`src/rtl/tdm_demux4_pkg.sv`:
```
// Shared constants for the 4-slot TDM demultiplexer: FSM encodings and slot geometry.
package tdm_demux4_pkg;

  localparam logic [0:0] ST_HUNT   = 1'b0;
  localparam logic [0:0] ST_LOCKED = 1'b1;

  localparam int SLOT_CNT = 4;
  localparam int SLOT_W   = 2;

endpackage

```
`src/rtl/tdm_slot_counter.sv`:
```
// Slot index, wrap and FrameSync miss tracking for tdm_demux4; Sel is registered,
// event flags are combinational decodes of the current sample for the parent FSM.
module tdm_slot_counter
  import tdm_demux4_pkg::*;
#(
  parameter int MISS_MAX = 2
) (
  input  logic              clk,
  input  logic              rst_n,
  input  logic              enable_i,
  input  logic              sync_i,
  input  logic              locked_i,
  output logic [SLOT_W-1:0] sel_o,
  output logic              lose_lock_o,
  output logic              mis_sync_o,
  output logic              frame_end_o
);

  localparam int MISS_W = (MISS_MAX < 2) ? 1 : $clog2(MISS_MAX + 1);

  logic [SLOT_W-1:0] sel_q, sel_d;
  logic [MISS_W-1:0] miss_q, miss_d;
  logic              slot0;

  assign slot0       = (sel_q == '0);
  assign lose_lock_o = enable_i && locked_i && !sync_i && slot0 &&
                       ((int'(miss_q) + 1) >= MISS_MAX);
  assign mis_sync_o  = enable_i && locked_i && sync_i && !slot0;
  assign frame_end_o = enable_i && locked_i && !sync_i &&
                       (sel_q == SLOT_W'(SLOT_CNT - 1));
  assign sel_o       = sel_q;

  always_comb begin
    sel_d  = sel_q;
    miss_d = miss_q;
    if (enable_i) begin
      if (sync_i) begin
        // Any accepted FrameSync restarts the frame at slot 1, locked or not.
        sel_d  = SLOT_W'(1);
        miss_d = '0;
      end else if (locked_i) begin
        if (lose_lock_o) begin
          sel_d  = '0;
          miss_d = '0;
        end else begin
          sel_d = sel_q + SLOT_W'(1);
          if (slot0) miss_d = miss_q + MISS_W'(1);
        end
      end
    end
  end

  always_ff @(posedge clk or negedge rst_n) begin
    if (!rst_n) begin
      sel_q  <= '0;
      miss_q <= '0;
    end else begin
      sel_q  <= sel_d;
      miss_q <= miss_d;
    end
  end

endmodule

```
`src/rtl/tdm_demux4.sv`:
```
// 4-slot TDM demultiplexer with FrameSync lock FSM; Out0-Out3 update together one edge
// after the slot-3 sample, Valid pulses that cycle; Enable low stalls everything.
module tdm_demux4
  import tdm_demux4_pkg::*;
#(
  parameter int WIDTH    = 1,
  parameter int MISS_MAX = 2
) (
  input  logic              clk,
  input  logic              rst_n,
  input  logic [WIDTH-1:0]  In,
  input  logic              FrameSync,
  input  logic              Enable,
  output logic [WIDTH-1:0]  Out0,
  output logic [WIDTH-1:0]  Out1,
  output logic [WIDTH-1:0]  Out2,
  output logic [WIDTH-1:0]  Out3,
  output logic              Valid,
  output logic [SLOT_W-1:0] Sel,
  output logic              Locked,
  output logic              SyncErr
);

  logic [0:0]       state_q, state_d;
  logic [WIDTH-1:0] sh0_q, sh0_d, sh1_q, sh1_d, sh2_q, sh2_d;
  logic [WIDTH-1:0] out0_q, out0_d, out1_q, out1_d, out2_q, out2_d, out3_q, out3_d;
  logic             valid_q, valid_d, sync_err_q, sync_err_d;
  logic             lose_lock, mis_sync, frame_end;

  tdm_slot_counter #(.MISS_MAX(MISS_MAX)) u_slot_counter (
    .clk         (clk),
    .rst_n       (rst_n),
    .enable_i    (Enable),
    .sync_i      (FrameSync),
    .locked_i    (state_q == ST_LOCKED),
    .sel_o       (Sel),
    .lose_lock_o (lose_lock),
    .mis_sync_o  (mis_sync),
    .frame_end_o (frame_end)
  );

  always_comb begin
    state_d    = state_q;
    sh0_d      = sh0_q;
    sh1_d      = sh1_q;
    sh2_d      = sh2_q;
    out0_d     = out0_q;
    out1_d     = out1_q;
    out2_d     = out2_q;
    out3_d     = out3_q;
    valid_d    = 1'b0;
    sync_err_d = 1'b0;
    if (Enable) begin
      if (state_q == ST_HUNT) begin
        if (FrameSync) begin
          sh0_d   = In;
          state_d = ST_LOCKED;
        end
      end else if (FrameSync) begin
        // Early FrameSync: stale slots 1-2 are overwritten before the next output load.
        sh0_d      = In;
        sync_err_d = mis_sync;
      end else if (lose_lock) begin
        state_d = ST_HUNT;
      end else if (frame_end) begin
        out0_d  = sh0_q;
        out1_d  = sh1_q;
        out2_d  = sh2_q;
        out3_d  = In;
        valid_d = 1'b1;
      end else begin
        case (Sel)
          2'd0:    sh0_d = In;
          2'd1:    sh1_d = In;
          default: sh2_d = In;
        endcase
      end
    end
  end

  always_ff @(posedge clk or negedge rst_n) begin
    if (!rst_n) begin
      state_q    <= ST_HUNT;
      sh0_q      <= '0;
      sh1_q      <= '0;
      sh2_q      <= '0;
      out0_q     <= '0;
      out1_q     <= '0;
      out2_q     <= '0;
      out3_q     <= '0;
      valid_q    <= 1'b0;
      sync_err_q <= 1'b0;
    end else begin
      state_q    <= state_d;
      sh0_q      <= sh0_d;
      sh1_q      <= sh1_d;
      sh2_q      <= sh2_d;
      out0_q     <= out0_d;
      out1_q     <= out1_d;
      out2_q     <= out2_d;
      out3_q     <= out3_d;
      valid_q    <= valid_d;
      sync_err_q <= sync_err_d;
    end
  end

  assign Out0    = out0_q;
  assign Out1    = out1_q;
  assign Out2    = out2_q;
  assign Out3    = out3_q;
  assign Valid   = valid_q;
  assign SyncErr = sync_err_q;
  assign Locked  = (state_q == ST_LOCKED);

endmodule

```
`config.mk`:
```
export PLATFORM = sky130hd
export DESIGN_NAME = tdm_demux4
export DESIGN_NICKNAME = d
export VERILOG_FILES = /design/src/rtl/tdm_demux4_pkg.sv /design/src/rtl/tdm_slot_counter.sv /design/src/rtl/tdm_demux4.sv
export SDC_FILE = /design/constraint.sdc
export NUM_CORES = 1
export LEC_CHECK = 0
export CELL_PAD_IN_SITES_DETAIL_PLACEMENT = 0
export CELL_PAD_IN_SITES_GLOBAL_PLACEMENT = 1
export CORE_MARGIN = 10
export CORE_UTILIZATION = 38
export DETAILED_ROUTE_END_ITERATION = 6
export MAX_ROUTING_LAYER = met4
export PLACE_DENSITY = 0.75
export SYNTH_ARGS = -nofsm -noshare
export SYNTH_HDL_FRONTEND = slang
export SYNTH_SLANG_ARGS = --single-unit
export TNS_END_PERCENT = 20
```
`constraint.sdc`:
```
create_clock -name clk -period 1.85 [get_ports clk]
set_input_delay 0.37 -clock clk [delete_from_list [all_inputs] [get_ports clk]]
set_output_delay 0.37 -clock clk [all_outputs]
set_load 0.005 [all_outputs]
```
* Word-level counts from Yosys, hierarchy flattened *
Cells that the tools add are included.

cells by class
  eq/ne operators = 4
  reductions and logical operators = 20
  add/sub/neg operators = 3
  multiplexer cells = 25
  bitwise operators = 4
  magnitude comparators = 1

operator list
  kind                                                                                   number
  32-bit by 3-bit greater-or-equal comparator with 1-bit output (second input constant)  1
  1-bit 2-to-1 mux                                                                       18
  2-bit 2-to-1 mux                                                                       7
  6-bit AND reduction                                                                    2
  5-bit AND reduction                                                                    2
  1-bit logical AND                                                                      7
  2-bit by 1-bit adder with 2-bit output (second input constant)                         2
  2-bit != test (second input constant)                                                  2
  1-bit NOT                                                                              4
  2-bit nonzero test                                                                     2
  2-bit by 1-bit adder with 3-bit output (second input constant)                         1
  3-bit AND reduction                                                                    1
  3-bit nonzero test                                                                     1
  2-bit by 1-bit == test with 1-bit output (second input constant)                       1
  2-bit == test (second input constant)                                                  1
  1-bit zero test                                                                        2
  2-bit zero test                                                                        1
  2-bit AND reduction                                                                    1
  2-bit OR reduction                                                                     1

storage, ports and cells
  logic and storage cells = 69
  input bits = 5
  flip-flop bits (word level) = 14
  output and inout bits = 9

* Logic depth before layout (Yosys ltp) *
  word-level depth = 8
  gate-level depth with buffers = 5
  gate-level depth less buffers = 5

* By module *
From an unflattened synthesis, not the netlist that was laid out.

unflattened totals
  cell total of the unflattened synthesis = 62
  area, all modules = 750.7 µm²

modules (own cells, without submodules)
  module            seq. area each (µm²)  cells an instance  instances  area an instance (µm²)
  tdm_demux4        250.2                 34                 1          476.7
  tdm_slot_counter  100.1                 28                 1          274.0

* Least setup slack after synthesis *
No wires, ideal clock.

  path kind = flip-flop to flip-flop
  start = register u_slot_counter.sel_q[0], in the netlist u_slot_counter.sel_o[0]
  end = register sh0_q
  required time = 1.725 ns
  path slack = 0.335 ns
  path buffers = 0
  data arrival time = 1.391 ns
  cell stages (with the launch flop) = 6
  cell sequence = dfrtp_1 -> inv_1 -> ha_1 -> and4b_1 -> o21ai_0 -> mux2_2

on the way
  longest elaborated chain between the ends = 5
  elaborated cells on any way between the ends = 9
  those cells by class = eq/ne (3); reduce/logical (6)

RTL lines
  element                                 RTL line                                  text
  from (decl)                             tdm_slot_counter.sv:21                    logic [SLOT_W-1:0] sel_q, sel_d;
  from (signal assigned)                  tdm_slot_counter.sv:58                    sel_q <= sel_d;
  2-bit zero test                         tdm_slot_counter.sv:25, tdm_demux4.sv:72
  1-bit logical AND (2 in series)         tdm_slot_counter.sv:26                    assign lose_lock_o = enable_i && locked_i && !sync_i && slot0 &&
  2-bit != test (no source line)          -
  5-bit AND reduction (no source line) *  -
  to (signal assigned)                    tdm_demux4.sv:84                          sh0_q <= '0;
  to (signal assigned)                    tdm_demux4.sv:95                          sh0_q <= sh0_d;
  to (decl)                               tdm_demux4.sv:25                          logic [WIDTH-1:0] sh0_q, sh0_d, sh1_q, sh1_d, sh2_q, sh2_d;

Every way passes the cells marked *; elsewhere a longest branch is shown, timed or not.
A chain may end at the register's enable or synchronous reset.

* Worst setup path after layout *
  start = register state_q, in the netlist Locked
  end = output port Locked

RTL lines
  element                 RTL line          text
  from (decl)             tdm_demux4.sv:24  logic [0:0] state_q, state_d;
  from (signal assigned)  tdm_demux4.sv:94  state_q <= state_d;
  to (decl)               tdm_demux4.sv:20  output logic Locked,

No word-level cell between the ends.

==> key figures <==
Routing
  • Mean routed wirelength per cell: 13.2 µm
  • Antenna Violating Nets Remaining: 0
  • Vias per cell: about 4.8
  • Routed wl met3: 59 µm
  • 1st-iter DRT viols: 1
  • M1 wire length: 653 µm
  • Routed met2 length: 569 µm
  • Top sig layer: met4
  • Total length of routed wires: 1.31 mm
  • DRC: 0
  • Via Count: 477
  • Drt first pass iters: 2

Setup path
  • Critical path buffers and inverters: 1
  • Critical path capture point type: output port
  • CP top delay family: buffers and inverters
  • Critical Path RT: 1480 ps
  • Slowest-stage cell, CP: clkdlybuf4s50_1
  • Worst-path cell chain: clkdlybuf4s50_1
  • Max stage delay on crit path: 550 ps
  • Flop2flop setup slack: between 200 and 250 ps
  • Arr. time, crit path: 1280 ps
  • Startpoint Class: flop
  • Critical path peak fanout: 8
  • WS Path Type: flop to output port

Timing
  • Total negative slack: 0 ps
  • Hold Violations, Final: 0
  • Slew @ Worst Pin: 279 ps
  • Fmax: 0.606 GHz
  • Final Max Slew Viols: 0
  • Max-slew headroom: 81.4%
  • Setup-failing EPs final: 0
  • Setup ws final: 200 ps
  • Tmin final: 1650 ps
  • Skew final: 6.10 ps
  • RSZ-0062 raised after global routing: false
  • Final Cycle Share: between 80% and 90%

Synth
  • Yosys top cell by area: dfrtp_1
  • Top post-synthesis cells by area: dfrtp_1, mux2_4, ha_1
  • XOR/XNOR Fraction of Synth Area: 0%
  • Synth warn: 0
  • Post-synthesis simple-gate area fraction: 11.7%
  • Synth top area share: 50.4%
  • Register area share after synthesis: 50.4%
  • Avg Synthesized Cell Area: 12.6 µm²
  • Post-synthesis cell type count: 22
  • Syn Inst Count: 55
  • Synth Area in Compound Gates: 11.3%
  • Adder-cell share of the synthesized area: 7.19%
  • Synth Register Bits: 14
  • Largest family of logic cells by synthesized area: multiplexers
  • Net Count, Synth: 64
  • Synthesized area: 696 µm²
  • Mux contribution to synthesized area: 13.5%

Place
  • Placed cell areas: around 870 µm²
  • Final GP Congestion: around 0.75
  • IO Port Bufs: 13
  • DP HPWL: 999 µm
  • Placement Setup Slack: 140 ps

Floorplanning
  • Die Y-Extent: 62.8 µm
  • Die area: 0.00394 mm²
  • Site row count: 15
  • Die extent in x: ~63 µm
  • Initial Util: 40.3%
  • Core Footprint: 0.00173 mm²
  • I/O pin cnt: 14

Layout
  • Diode count: 0
  • Util after Layout: between 50% and 60%
  • Layout cells sized above 1: 23.0%
  • Final Cell Area: 905 µm²
  • Final-stage net count: 84
  • Area delta synth->final: 30.0%
  • Most common cell after layout, fill and taps aside: dfrtp_1
  • Most frequent cells in the layout: dfrtp_1, clkdlybuf4s50_1, inv_1
  • Fillers: 172

Worst hold path
  • Worst hold-check path type: input pin to asynchronous set/reset pin

Pwr
  • Pwr/cell area: 1380 mW/mm²
  • Sw frac: between 30% and 40%
  • Pint: slightly below 900 µW
  • Flop pwr share: approximately 40%
  • Leakage: 0.441 nW
  • Logic pwr share: 42.4%
  • Switch Pwr: 378 µW
  • Peak VDD IR: 631 µV
  • Overall power: 1.24 mW
  • Clock share of power: 17.6%

GRT
  • First-pass GRT wire length: 2.42 mm
  • Pin count of the biggest net entering global routing: 15
  • Initial antenna violation count: 0
  • Number of global-route vias before repair: roughly 520
  • Gr usage total: between 7 and 8%
  • Total global routing overflow: 0

Status
  • Status: finished, final reports clean

Job
  • Max-Cap Viols: 0

Clock network
  • Clk Latency, worst-skew pair: roughly 280 ps
  • Root Buffer Master: clkbuf_4
  • CTS tree: built
  • Hold buffers post-CTS: 0
  • H-Tree Depth: 1
  • Sink Count: 14
  • Num CTS Buffers: 3
  • Worst-path clk slew: 90 ps
  • Post CTS Setup Buffer Count: 0
  • Bufs on Longest Clock Path: 2
  • Cts repair resizes: 0
[routing by layer]
metal | GRT usage, % | vias up
met5 | - | -
li1 | - | 235
met1 | 8.81 | 224
met4 | 4.19 | 0
met3 | 2.69 | 4
met2 | 11.5 | 14
[cells in the mapped netlist, drive strengths merged]
master,instances
dfrtp,14
mux2,7
inv,6
ha,4
nand2,4
o21ai,3
a21oi,2
a22o,2
a41o,2
buf,2
a21o,1
a31o,1
and3b,1
and4b,1
nand2b,1
nand3,1
nand4b,1
nor3,1
nor3b,1
[area by class of cell]
cell class              count  area [µm²]  share of cell area (%)
flip-flops and latches     14         350                    38.7
multi-input cells          33         304                    33.6
repair buffers             17         160                    17.7
clock buffers               4        36.3                    4.01
well taps                  25        31.3                    3.46
inverters                   6        22.5                    2.49
[final timing paths]
path / startpoint / end / depth (start not counted)
setup / recovery: Locked / Locked / 1
hold / removal: rst_n / Out3 / 2
setup reg to reg: u_slot_counter.sel_o[0] / sh0_q / 5
hold reg to reg: sh1_q / sh1_q / 1
max in group asynchronous: rst_n / u_slot_counter.sel_o[1] / 2
min in group clk: sh1_q / sh1_q / 1
[cells by family (layout without fill, tap and decap cells)]
family / Yosys count / after routing
fa+ha+maj: 4 / 4
compound gates: 11 / 11
simple gates: 11 / 11
buf+inv: 8 / 27
flops: 14 / 14
mux: 7 / 7
[metrics by stage]
step	cells	hold WS, ps
finish	99	386
global route	99	400
CTS	99	389
detailed placement	95	482
global placement	95	477
floorplan	55	74.4
[flip-flops by register name, summed over array words and instances (netlist names)]
| signal | cells |
|---|---|
| sh1_q | 1 |
| u_slot_counter.miss_q | 2 |
| Out2 | 1 |
| SyncErr | 1 |
| Locked | 1 |
| u_slot_counter.sel_o | 2 |
| Valid | 1 |
| Out3 | 1 |
| sh2_q | 1 |
| Out1 | 1 |
| Out0 | 1 |
| sh0_q | 1 |
[power by group through the flow]
stage | Clock, mW | Sequential (mW) | Combinational [mW]
floorplan | 0 | 0.499 | 0.307
finish | 0.219 | 0.498 | 0.528
CTS | 0.223 | 0.501 | 0.543
global route | 0.235 | 0.522 | 0.594
global placement | 0 | 0.504 | 0.522
detailed placement | 0 | 0.507 | 0.532
(Power assumes the default switching activity.)
